**config.mk**
```make
export PLATFORM = sky130hd
export DESIGN_NAME = control_unit_fsm
export DESIGN_NICKNAME = d
export VERILOG_FILES = /design/src/rtl/control_unit_fsm.sv
export SDC_FILE = /design/constraint.sdc
export NUM_CORES = 1
export LEC_CHECK = 0
export ABC_AREA = 1
export BUFFER_PORTS_ARGS = -buffer_cell sky130_fd_sc_hd__buf_2
export CAP_MARGIN = 5
export CORE_ASPECT_RATIO = 0.75
export CORE_MARGIN = 1.5
export CORE_UTILIZATION = 35
export DETAILED_ROUTE_END_ITERATION = 16
export RECOVER_POWER = 100
export SLEW_MARGIN = 20
export SYNTH_ARGS = -nofsm -noshare
export SYNTH_HDL_FRONTEND = slang
export SYNTH_SLANG_ARGS = --single-unit
```
**constraint.sdc**
```tcl
create_clock -name clk -period 1.08 [get_ports clk]
set_input_delay 0 -clock clk [delete_from_list [all_inputs] [get_ports clk]]
set_output_delay 0 -clock clk [all_outputs]
set_load 0.02 [all_outputs]
```
**src/rtl/control_unit_fsm.sv**
```systemverilog
// Multi-cycle control unit for the RV64I-subset datapath: sequences FETCH/DECODE/EXEC/MEM/WB
// and drives IR, PC, ALU, register-file and data-memory controls.
module control_unit_fsm #(
    parameter int         MEM_WAIT = 1,
    parameter logic [6:0] OP_R     = 7'b0110011,
    parameter logic [6:0] OP_I     = 7'b0010011,
    parameter logic [6:0] OP_LD    = 7'b0000011,
    parameter logic [6:0] OP_SD    = 7'b0100011,
    parameter logic [6:0] OP_BR    = 7'b1100011
) (
    input  logic       clk,
    input  logic       rst_n,
    input  logic [6:0] opcode,
    input  logic [2:0] funct3,
    input  logic [3:0] alu_flags,
    output logic       ir_load,
    output logic       pc_load,
    output logic       pc_src,
    output logic       alu_src,
    output logic       rf_src,
    output logic       rf_we,
    output logic       d_mem_we,
    output logic [3:0] alu_cmd,
    output logic       illegal,
    output logic [2:0] state
);
    typedef enum logic [2:0] {
        FETCH  = 3'd0,
        DECODE = 3'd1,
        EXEC   = 3'd2,
        MEM    = 3'd3,
        WB     = 3'd4
    } state_t;

    state_t     state_q;
    logic [6:0] op_q;
    logic [2:0] f3_q;
    logic [3:0] wait_cnt;
    logic       carry_unused;

    assign carry_unused = alu_flags[2];
    assign state        = state_q;

    function automatic logic is_legal(input logic [6:0] op, input logic [2:0] f3);
        if (op == OP_R || op == OP_I || op == OP_LD || op == OP_SD) return 1'b1;
        if (op == OP_BR) return (f3 == 3'b000 || f3 == 3'b001 || f3 == 3'b100 || f3 == 3'b101);
        return 1'b0;
    endfunction

    function automatic logic br_taken(input logic [2:0] f3, input logic [3:0] fl);
        logic lt;
        lt = fl[1] ^ fl[3];
        case (f3)
            3'b000:  return fl[0];
            3'b001:  return !fl[0];
            3'b100:  return lt;
            3'b101:  return !lt;
            default: return 1'b0;
        endcase
    endfunction

    always_ff @(posedge clk or negedge rst_n) begin
        if (!rst_n) begin
            state_q  <= FETCH;
            op_q     <= '0;
            f3_q     <= '0;
            wait_cnt <= '0;
        end else begin
            case (state_q)
                FETCH: state_q <= DECODE;
                DECODE: begin
                    op_q    <= opcode;
                    f3_q    <= funct3;
                    state_q <= is_legal(opcode, funct3) ? EXEC : FETCH;
                end
                EXEC: begin
                    wait_cnt <= '0;
                    if (op_q == OP_LD || op_q == OP_SD) state_q <= MEM;
                    else if (op_q == OP_R || op_q == OP_I) state_q <= WB;
                    else state_q <= FETCH;
                end
                MEM: begin
                    if (op_q == OP_SD) begin
                        state_q <= FETCH;
                    end else if (wait_cnt == 4'(MEM_WAIT - 1)) begin
                        state_q <= WB;
                    end else begin
                        wait_cnt <= wait_cnt + 4'd1;
                    end
                end
                WB:      state_q <= FETCH;
                default: state_q <= FETCH;
            endcase
        end
    end

    // Moore decode of state and latched instruction; DECODE must look at the live IR fields
    // because they are only latched at the end of that cycle. Held at zero during reset.
    always_comb begin
        ir_load  = 1'b0;
        pc_load  = 1'b0;
        pc_src   = 1'b0;
        alu_src  = 1'b0;
        rf_src   = 1'b0;
        rf_we    = 1'b0;
        d_mem_we = 1'b0;
        alu_cmd  = 4'b0000;
        illegal  = 1'b0;
        if (rst_n) begin
            case (state_q)
                FETCH: ir_load = 1'b1;
                DECODE: begin
                    if (!is_legal(opcode, funct3)) begin
                        illegal = 1'b1;
                        pc_load = 1'b1;
                    end
                end
                EXEC, WB: begin
                    if (op_q == OP_R) begin
                        alu_cmd = 4'b0010;
                    end else if (op_q == OP_I) begin
                        alu_cmd = 4'b0011;
                        alu_src = 1'b1;
                    end else if (op_q == OP_LD || op_q == OP_SD) begin
                        alu_src = 1'b1;
                    end else if (op_q == OP_BR) begin
                        alu_cmd = 4'b0001;
                    end
                    if (state_q == EXEC && op_q == OP_BR) begin
                        pc_load = 1'b1;
                        pc_src  = br_taken(f3_q, alu_flags);
                    end
                    if (state_q == WB) begin
                        rf_we   = 1'b1;
                        pc_load = 1'b1;
                        rf_src  = (op_q == OP_LD);
                    end
                end
                MEM: begin
                    alu_src = 1'b1;
                    if (op_q == OP_SD) begin
                        d_mem_we = 1'b1;
                        pc_load  = 1'b1;
                    end
                end
                default: ;
            endcase
        end
    end
endmodule
```
Yosys cells after proc, flatten, opt, wreduce, memory -nomap -nowiden:

Cells that the tools add are included.

* shifts and indexed selects: 0
* bitwise operators: 1
* order comparisons: 0
* multiply operators: 0
* divide/modulo/power cells: 0
* eq/ne operators: 23
* reduce and logical (&&, ||, !) cells: 18
* mux-type cells: 60
* add/subtract/negate cells: 1

Operator list (number)
* $mux 1: 44
* $eq 7x6->1 const B: 4
* $eq 3x3->1 const B: 5
* $eq 7x2->1 const B: 2
* $eq 7x5->1 const B: 2
* $eq 7x7->1 const B: 2
* $mux 3: 4
* $pmux 3 s4: 1
* $mux 2: 5
* $eq 3x1->1 const B: 3
* $logic_not 3->1: 3
* $logic_or 1x1->1: 8
* $mux 4: 2
* $pmux 4 s2: 1
* $eq 3x2->1 const B: 2
* $add 4x1->4 const B: 1
* $logic_not 4->1: 1
* $ne 2x2->1 const B: 2
* $pmux 1 s4: 1
* $ne 3x3->1 const B: 1
* $pmux 1 s3: 1
* $reduce_and 3->1: 1
* $logic_not 1->1: 2
* $pmux 1 s2: 1
* 4 further kinds: 4

* latch bits: 0
* bits of input ports: 16
* RAM bits: 0
* register bits after elaboration: 17
* ROM bits: 0
* memories: 0

Longest topological paths before layout:

Gate-level depths: netlist (run 1).

* word-level depth: 17
* gate-level depth with buffers: 8
* depth with buffers taken out: 8

Worst setup path after synthesis (run 1):

No wires, ideal clock.

* path kind: reg-to-output
* start point: reg state_q[2] (netlist: state[2])
* end point: out alu_cmd[0]
* arrival: 1427 ps
* path slack: -347 ps
* stages on the path, launching flop included: 8
* required time: 1080 ps
* cells stage by stage: dfrtp_1 > inv_1 > nand2_2 > nor2_4 > inv_2 > o21ai_2 > nand2_1 > a21oi_1

* word-level cells in the longest chain between the ends: 4
* elaborated cells between the ends (all ways): 5
* classes of those cells: 2 x eq/ne; 2 x mux; 1 x reduce/logical

Ends and longest elaborated chain
* start: declaration: line 35 `state_t state_q;`
* start signal: assignment: line 74 `state_q <= is_legal(opcode, funct3) ? EXEC : FETCH;`
* $eq 3x2->1 or $eq 3x3->1 (tied branches): line 110 `case (state_q)`
* $reduce_or 2->1 (*): line 110
* $mux 2 (*): line 110
* $mux 2 (*): line 109 `if (rst_n) begin`
* end: declaration: line 23 `output logic [3:0] alu_cmd,`

Every way passes the cells marked *; elsewhere a longest branch is shown, timed or not.

Worst setup path in the final report (run 1):

* start point: reg state_q[1] (netlist: state[1])
* end point: out pc_load

* word-level cells in the longest chain between the ends: 6
* elaborated cells between the ends (all ways): 10
* classes of those cells: 4 x eq/ne; 4 x mux; 2 x reduce/logical

Ends and longest elaborated chain
* $eq 3x2->1: line 110, 129
* $logic_and 1x1->1: line 129 `if (state_q == EXEC && op_q == OP_BR) begin`
* $mux 1: line 129
* $mux 1: line 133 `if (state_q == WB) begin`
* $pmux 1 s3 (*): line 110
* $mux 1 (*): line 109
* end: declaration: line 17 `output logic pc_load,`

Marks and branches as above.

==> results.md, run 1 <==
- Internal reg-to-reg setup slack: -0.29 ns
- P_sw: 1.56 mW
- DP Wirelength: between 2000 and 2500 um
- Number of DRC markers in iteration 0: 45
- Die W: 67.2 um
- EDFF count, synth: 0
- Pin count of the biggest net entering global routing: 13
- RSZ-0062 raised after global routing: yes
- Switching portion of total power: 0.424
- Simple-gate share of the synthesized area: 0.386
- Die area: roughly 3400 um2
- Worst skew pair latency: 0.25 ns
- Min cycle time layout: 1.58 ns
- Multi-input gate area: 813 um2
- Reg2reg start: state[1]
- Main combinational cell family by area after synthesis: simple AND/OR/NAND/NOR gates
- Max Root-Sink Buffers: 2
- Sequential share of power: 0.285
- TritonRoute pass-1 iters: 5
- LEAKAGE: 1.03 nW
- Reg clk slew, reported paths: about 0.070 ns
- Wirelength per Cell: approximately 14 um
- Die Span Y: 51.2 um
- Final worst setup slack: -0.498 ns
- Area growth from synthesis to layout: 89.6%
- Synth Register Bits: 17
- CTS buffer count: 3
- Number of instances in the placed design: 243
- Drt via density: 4.85
- Sum of negative setup slack: -7.98 ns
- Combinational share of power: 0.583
- Mux share of post-synthesis cell area: 0
- Crit path kind: flop to output pin
- Most common cell in the netlist: nand2_1
- Clock power frac: 0.133
- GRT Residual Overflow: 0
- Fill cells: 212
- Total Power: 3.68 mW
- Most frequent cells after synthesis: 47 x nand2_1, 20 x inv_1, 17 x dfrtp_1, 15 x nand3_1, 15 x nor2_1
- Worst hold path type: input pin to flop
- Startpoint type of the worst setup path: flop
- H-Tree Depth: 1
- Req. time, crit path: 1.08 ns
- Final non-filler cell total: 264
- Critical path fanouts, max: 4
- Clock tree sinks: 17
- All-layer global routing usage: 0.204
- Main synth FF type: dfrtp_1
- Final GP Congestion: roughly 0.8
- Max Freq: 634 MHz
- Initial antenna violation count: 0
- Failing checks: setup timing
- Post-synth top area share: 0.393
- PD cells: 1800 nW/um2
- Ports: 31
- Final slew viol count: 0
- Routed Antenna Nets: 0
- Worst Reg-to-Reg Cells: 6
- Max Cap Viol: 0
- Internal power: 2.12 mW
- First-pass GRT wire length: 5260 um
- CTS tree: built
- DR DRC count: 0
- Final period util: 1.46
- RR Endpoint: op_q[6]
- Final Hold Slack: 0.0109 ns
- Fin. Hold Viols: 0
- Layout cell share with drive strength beyond 1: 0.553
- Fin Clk Skew: 0.00471 ns
- Starting Density: 0.369
- Max incr delay on CP: ~0.47 ns
- Place WS: -0.236 ns
- Final wirelength: about 3800 um
- Outcome: finished, violations left
- VDD IR-drop max: 1250 uV
- Reg area: 429 um2
- Critical Path End Type: output pin
- Largest delay share family, worst path: simple AND/OR/NAND/NOR gates
- Yosys warning total: 0
- Area contributors post-synth: dfrtp_1 39%, nand2_1 16%, inv_1 6.9%, nand3_1 6.9%, nor2_1 5.2%
- Cell taking the most area after synthesis: dfrtp_1
- Root Buffer: clkbuf_8
- Fin nets: 245
- Worst Hold End: op_q[3]
- Hold wc startpoint: opcode[3]
- Core Region: around 2900 um2
- Ys async rst share: 1.00
- Row cnt: 17
- Adder and majority gate portion of the synthesized area: 0.0231
- Avg Inst Size Synth: 7.07 um2
- Final setup viols: 28
- Cell area after synthesis: 1080 um2
- Synth cell types: 26
- ANT cells: 0
- Xor-xnor portion of the synthesized cell area: 0.0243
- CP max-delay cell: dfrtp_2
- Critical path, cell by cell: buf_6 > nor3_4 > nand2_2 > nand2_1 > nor2_1 > nor2_2 > buf_6
- Mapped Cells: between 150 and 200
- CP arrival: 1.58 ns
- Sequential-to-total area share from yosys stat: 0.393
- CP bufs+invs: 2
- Via count: 1281
- Synth Area in Compound Gates: 0.0751
- Critical path's most frequent cell: buf_6
- Vias in the first global route: 1181
- Hold Path Depth: 3
- Number of buffer cells added on primary ports: 27
[sequential cells by signal (all words and copies together) (netlist names)]
register / flops
state: 3
f3_q: 3
wait_cnt: 4
op_q: 7
[metrics by stage]
| step | util | cell area, um2 |
|---|---|---|
| finish | 0.699 | 2050 |
| global route | 0.699 | 2050 |
| CTS | 0.616 | 1810 |
| detailed placement | 0.530 | 1560 |
| global placement | 0.530 | 1560 |
| floorplan | - | 1160 |
[power by group through the flow]
stage          clock network [mW]  registers (mW)  logic, mW
3_5_place_dp                    0            1.01       1.48
5_1_grt                     0.536            1.07       2.30
2_1_floorplan                   0            1.03      0.777
3_3_place_gp                    0            1.01       1.45
6_report                    0.489            1.05       2.15
4_1_cts                     0.498            1.01       1.61
[logic make-up (layout without fill, tap and decap cells)]
| logic type | Yosys count | in the layout |
|---|---|---|
| and+or+nand+nor | 90 | 90 |
| buffers and inverters | 25 | 97 |
| DFF | 17 | 17 |
| AOI/OAI and AO/OA | 15 | 15 |
| xor gates and xnor gates | 3 | 3 |
| adders and majority gates | 2 | 2 |
| other | 1 | 2 |
[worst register-to-register path: cells and delay by family, from the launching register on]
family	cells	cell delay [ns]
AND/OR/NAND/NOR	2	0.28
flip-flops	1	0.47
buffers and inverters	3	0.49
AO/OA/AOI/OAI	1	0.06
[per-layer routing]
layer  GRT usage  wire, um  share of wire
met1       0.267      1710           0.45
met2       0.356      1950           0.52
met3      0.0330       109          0.029
met4      0.0374        17         0.0045
met5           0         0              0
[how the worst max path moves through the flow]
| stage | startpoint | end | slack, ns | cells past startpoint |
|---|---|---|---|---|
| global route | state[1] | pc_load | -0.55 | 7 |
| finish | state[1] | pc_load | -0.50 | 7 |
| CTS | state[2] | alu_cmd[0] | -0.45 | 8 |
| global placement | op_q[4] | wait_cnt[2] | -0.19 | 8 |
| detailed placement | op_q[4] | wait_cnt[2] | -0.24 | 8 |
| floorplan | state[2] | alu_cmd[0] | -0.15 | 7 |
[final cells by class]
class / instances / share of cell area
Clock buffer: 4 / 0.0220
Inverter: 22 / 0.0439
Multi-Input combinational cell: 112 / 0.396
Sequential cell: 17 / 0.209
Tap cell: 38 / 0.0232
Timing Repair Buffer: 71 / 0.305
[cells in the final DEF, fill, tap and decap left out, types with 2 or more instances in the layout]
master         instances
nand2_1               27
nand3_2                5
buf_12                 3
conb_1                 2
clkbuf_1               3
o21ai_1                6
nand2_4                9
clkbuf_2               3
clkbuf_8               3
dfrtp_2                3
nand2_2               15
ha_1                   2
xor2_1                 2
buf_4                 23
nor2_1                 6
nand3_4                3
nor2_4                 8
buf_6                 17
nand3_1                8
inv_2                  5
o21ai_2                3
nor2_2                 3
inv_1                 16
nor3_4                 3
dfrtp_1               14
buf_2                 13
dlygate4sd3_1          9
[repair_timing]
action,in CTS,in global routing
setup endpoints to repair,27,27
pin swaps,5,15
endpoints found under the hold margin,25,0
gates cloned,0,1
hold buffers,9,0
setup buffers,4,4
resized for setup,27,57
Note: power is estimated with default switching activity, not from simulation.
==> run 2: changes to the inputs <==
- clock period: 1.08 -> 1.5 ns (I/O delays scaled with it)
==> run 2 against run 1 <==
The flow now finishes without violations; register-to-register slack better by 0.44 ns; clock power fell by 28%; sequential power decreased by 29%; via count is 11% lower; global-route usage down 2.2 points; sequential share of layout area rose by 6.2 points; critical path type unchanged; largest cell class unchanged.
==> results.md, run 2 (same netlist as run 1, synthesis figures left out) <==
- Critical Path End Type: output pin
- Layout cell share with drive strength beyond 1: 0.353 (-0.200)
- Max Freq: just under 700 MHz
- CTS tree: built
- Worst skew pair latency: 0.26 ns (about the same)
- Commonest cells after routing, fill and taps aside: 43 x nand2_1, 22 x buf_2, 17 x inv_1, 15 x dfrtp_1, 12 x nor2_1
- Clock power frac: 0.183 (+0.050)
- Ports: 31 (unchanged)
- Final period util: 0.987
- Die Span Y: 51.2 um (unchanged)
- First-pass GRT wire length: 4770 um (-9.4%)
- Number of buffer cells added on primary ports: 27 (unchanged)
- CTS buffer count: 3 (unchanged)
- Final GP Congestion: 0.783 (-1.8%)
- TritonRoute pass-1 iters: 4 (-1)
- Reg2reg start: op_q[3]
- Final non-filler cell total: 239 (-9.5%)
- Final worst setup slack: 0.0196 ns (+0.518 ns)
- Row cnt: 17 (unchanged)
- Req. time, crit path: 1.50 ns (+0.42 ns)
- Largest regs: op_q x7, wait_cnt x4
- Starting Density: 0.369 (unchanged)
- Via count: 1138 (-11%)
- Fin Clk Skew: 0.00490 ns (+0.000192 ns)
- Initial antenna violation count: 0 (unchanged)
- Outcome: finished, final reports clean
- Critical path fanouts, max: 4 (unchanged)
- Drt via density: 4.76 (-1.9%)
- Combinational share of power: 0.428 (-0.155)
- Placed cell area: 1280 um2 (-18%)
- PD cells: 1220 nW/um2 (-32%)
- Routed Antenna Nets: 0 (unchanged)
- CP arrival: 1.48 ns (-0.10 ns)
- Wirelength per Cell: 11.6 um (-19%)
- Area growth from synthesis to layout: 45.7%
- Most common cell after layout, fill and taps aside: nand2_1
- DR DRC count: 0 (unchanged)
- Final wirelength: 2780 um (-26%)
- Internal power: 1.12 mW (-47%)
- Pin count of the biggest net entering global routing: 19 (+6)
- Core Region: 2940 um2 (unchanged)
- VDD IR-drop max: 623 uV (-50%)
- Switching portion of total power: 0.414 (-0.00998)
- Root Buffer: clkbuf_8
- Post-layout util: 0.537 (-0.162)
- Max Cap Viol: 0 (unchanged)
- Design area: 1580 um2 (-23%)
- H-Tree Depth: 1 (unchanged)
- Min cycle time layout: 1.48 ns
- ANT cells: 0 (unchanged)
- Hold wc startpoint: opcode[2]
- RSZ-0062 raised after global routing: yes
- Fin. Hold Viols: 0 (unchanged)
- All-layer global routing usage: 0.182 (-0.0221)
- Total Power: 1.92 mW (-48%)
- Final setup viols: 0 (-100%)
- Fill cells: 283 (+33%)
- Crit path launch: state[1]
- Largest register FFs: 7 (unchanged)
- Final slew viol count: 0 (unchanged)
- Place WS: 0.187 ns (+0.422 ns)
- Sequential share of power: 0.389 (+0.104)
- Biggest register: op_q
- Die W: 67.2 um (unchanged)
- DP Wirelength: 1920 um (-15%)
- Number of instances in the placed design: 220 (-9.5%)
- Die area: 3440 um2 (unchanged)
- Sum of negative setup slack: 0 ns (+7.98 ns)
- Startpoint type of the worst setup path: flop
- LEAKAGE: 0.808 nW (-22%)
- P_sw: 0.796 mW (-49%)
- Max Root-Sink Buffers: 2 (unchanged)
- Fin nets: 220 (-10%)
- Clock tree sinks: 17 (unchanged)
- Crit path kind: flop to output pin
- Final Hold Slack: 0.0123 ns (+0.00133 ns)
- Number of DRC markers in iteration 0: 56 (+24%)
- GRT Residual Overflow: 0 (unchanged)
- Vias in the first global route: 1142 (-3.3%)
- Worst hold path type: input pin to flop
- Reg clk slew, reported paths: 0.07 ns (about the same)
run 2: layout make-up:
class                   instances  area (um2)  area share
flip-flops and latches         17         428       0.271
clock buffers                   4        45.0      0.0286
well taps                      38        47.5      0.0302
repair buffers                 46         337       0.213
multi-input cells             112         634       0.402
inverters                      22        85.1      0.0540
run 2: power groups by stage:
stage / Sequential [mW] / Clock, mW / Combinational, mW
2_1_floorplan: 0.731 / 0 / 0.482
3_3_place_gp: 0.729 / 0 / 0.660
3_5_place_dp: 0.736 / 0 / 0.664
4_1_cts: 0.733 / 0.357 / 0.732
5_1_grt: 0.770 / 0.381 / 0.930
6_report: 0.748 / 0.351 / 0.821
run 2: worst max-delay path: stages, from the launching register on:
cell and delay, ns:
dfrtp_2 0.46, nand2_4 0.08, nor2_4 0.13, inv_4 0.05, o21ai_4 0.16, inv_1 0.06, nor2_1 0.13, buf_4 0.16
run 2: final timing paths:
kind / depth (start not counted) / to / slack, ns
min: 3 / op_q[2] / 0.01
max in group asynchronous: 3 / state[1] / 0.94
min reg2reg: 2 / op_q[0] / 0.48
max: 7 / alu_cmd[1] / 0.02
max reg2reg: 8 / wait_cnt[2] / 0.15
min in group asynchronous: 3 / op_q[5] / 0.34
run 2: per-layer routing:
| metal | share of wire | track usage |
|---|---|---|
| met5 | 0 | 0 |
| met4 | 0.017 | 0.0442 |
| met1 | 0.44 | 0.224 |
| met2 | 0.50 | 0.320 |
| met3 | 0.039 | 0.0419 |
run 2: timing repair:
| item | CTS | global route |
|---|---|---|
| hold buffers | 9 | 0 |
| endpoints found under the hold margin | 25 | 0 |
| gates resized for setup | 11 | 21 |
| buffers inserted | 3 | 3 |
| endpoints found under the setup margin | 6 | 7 |
| pin swaps | 4 | 8 |
| cloned | 0 | 0 |
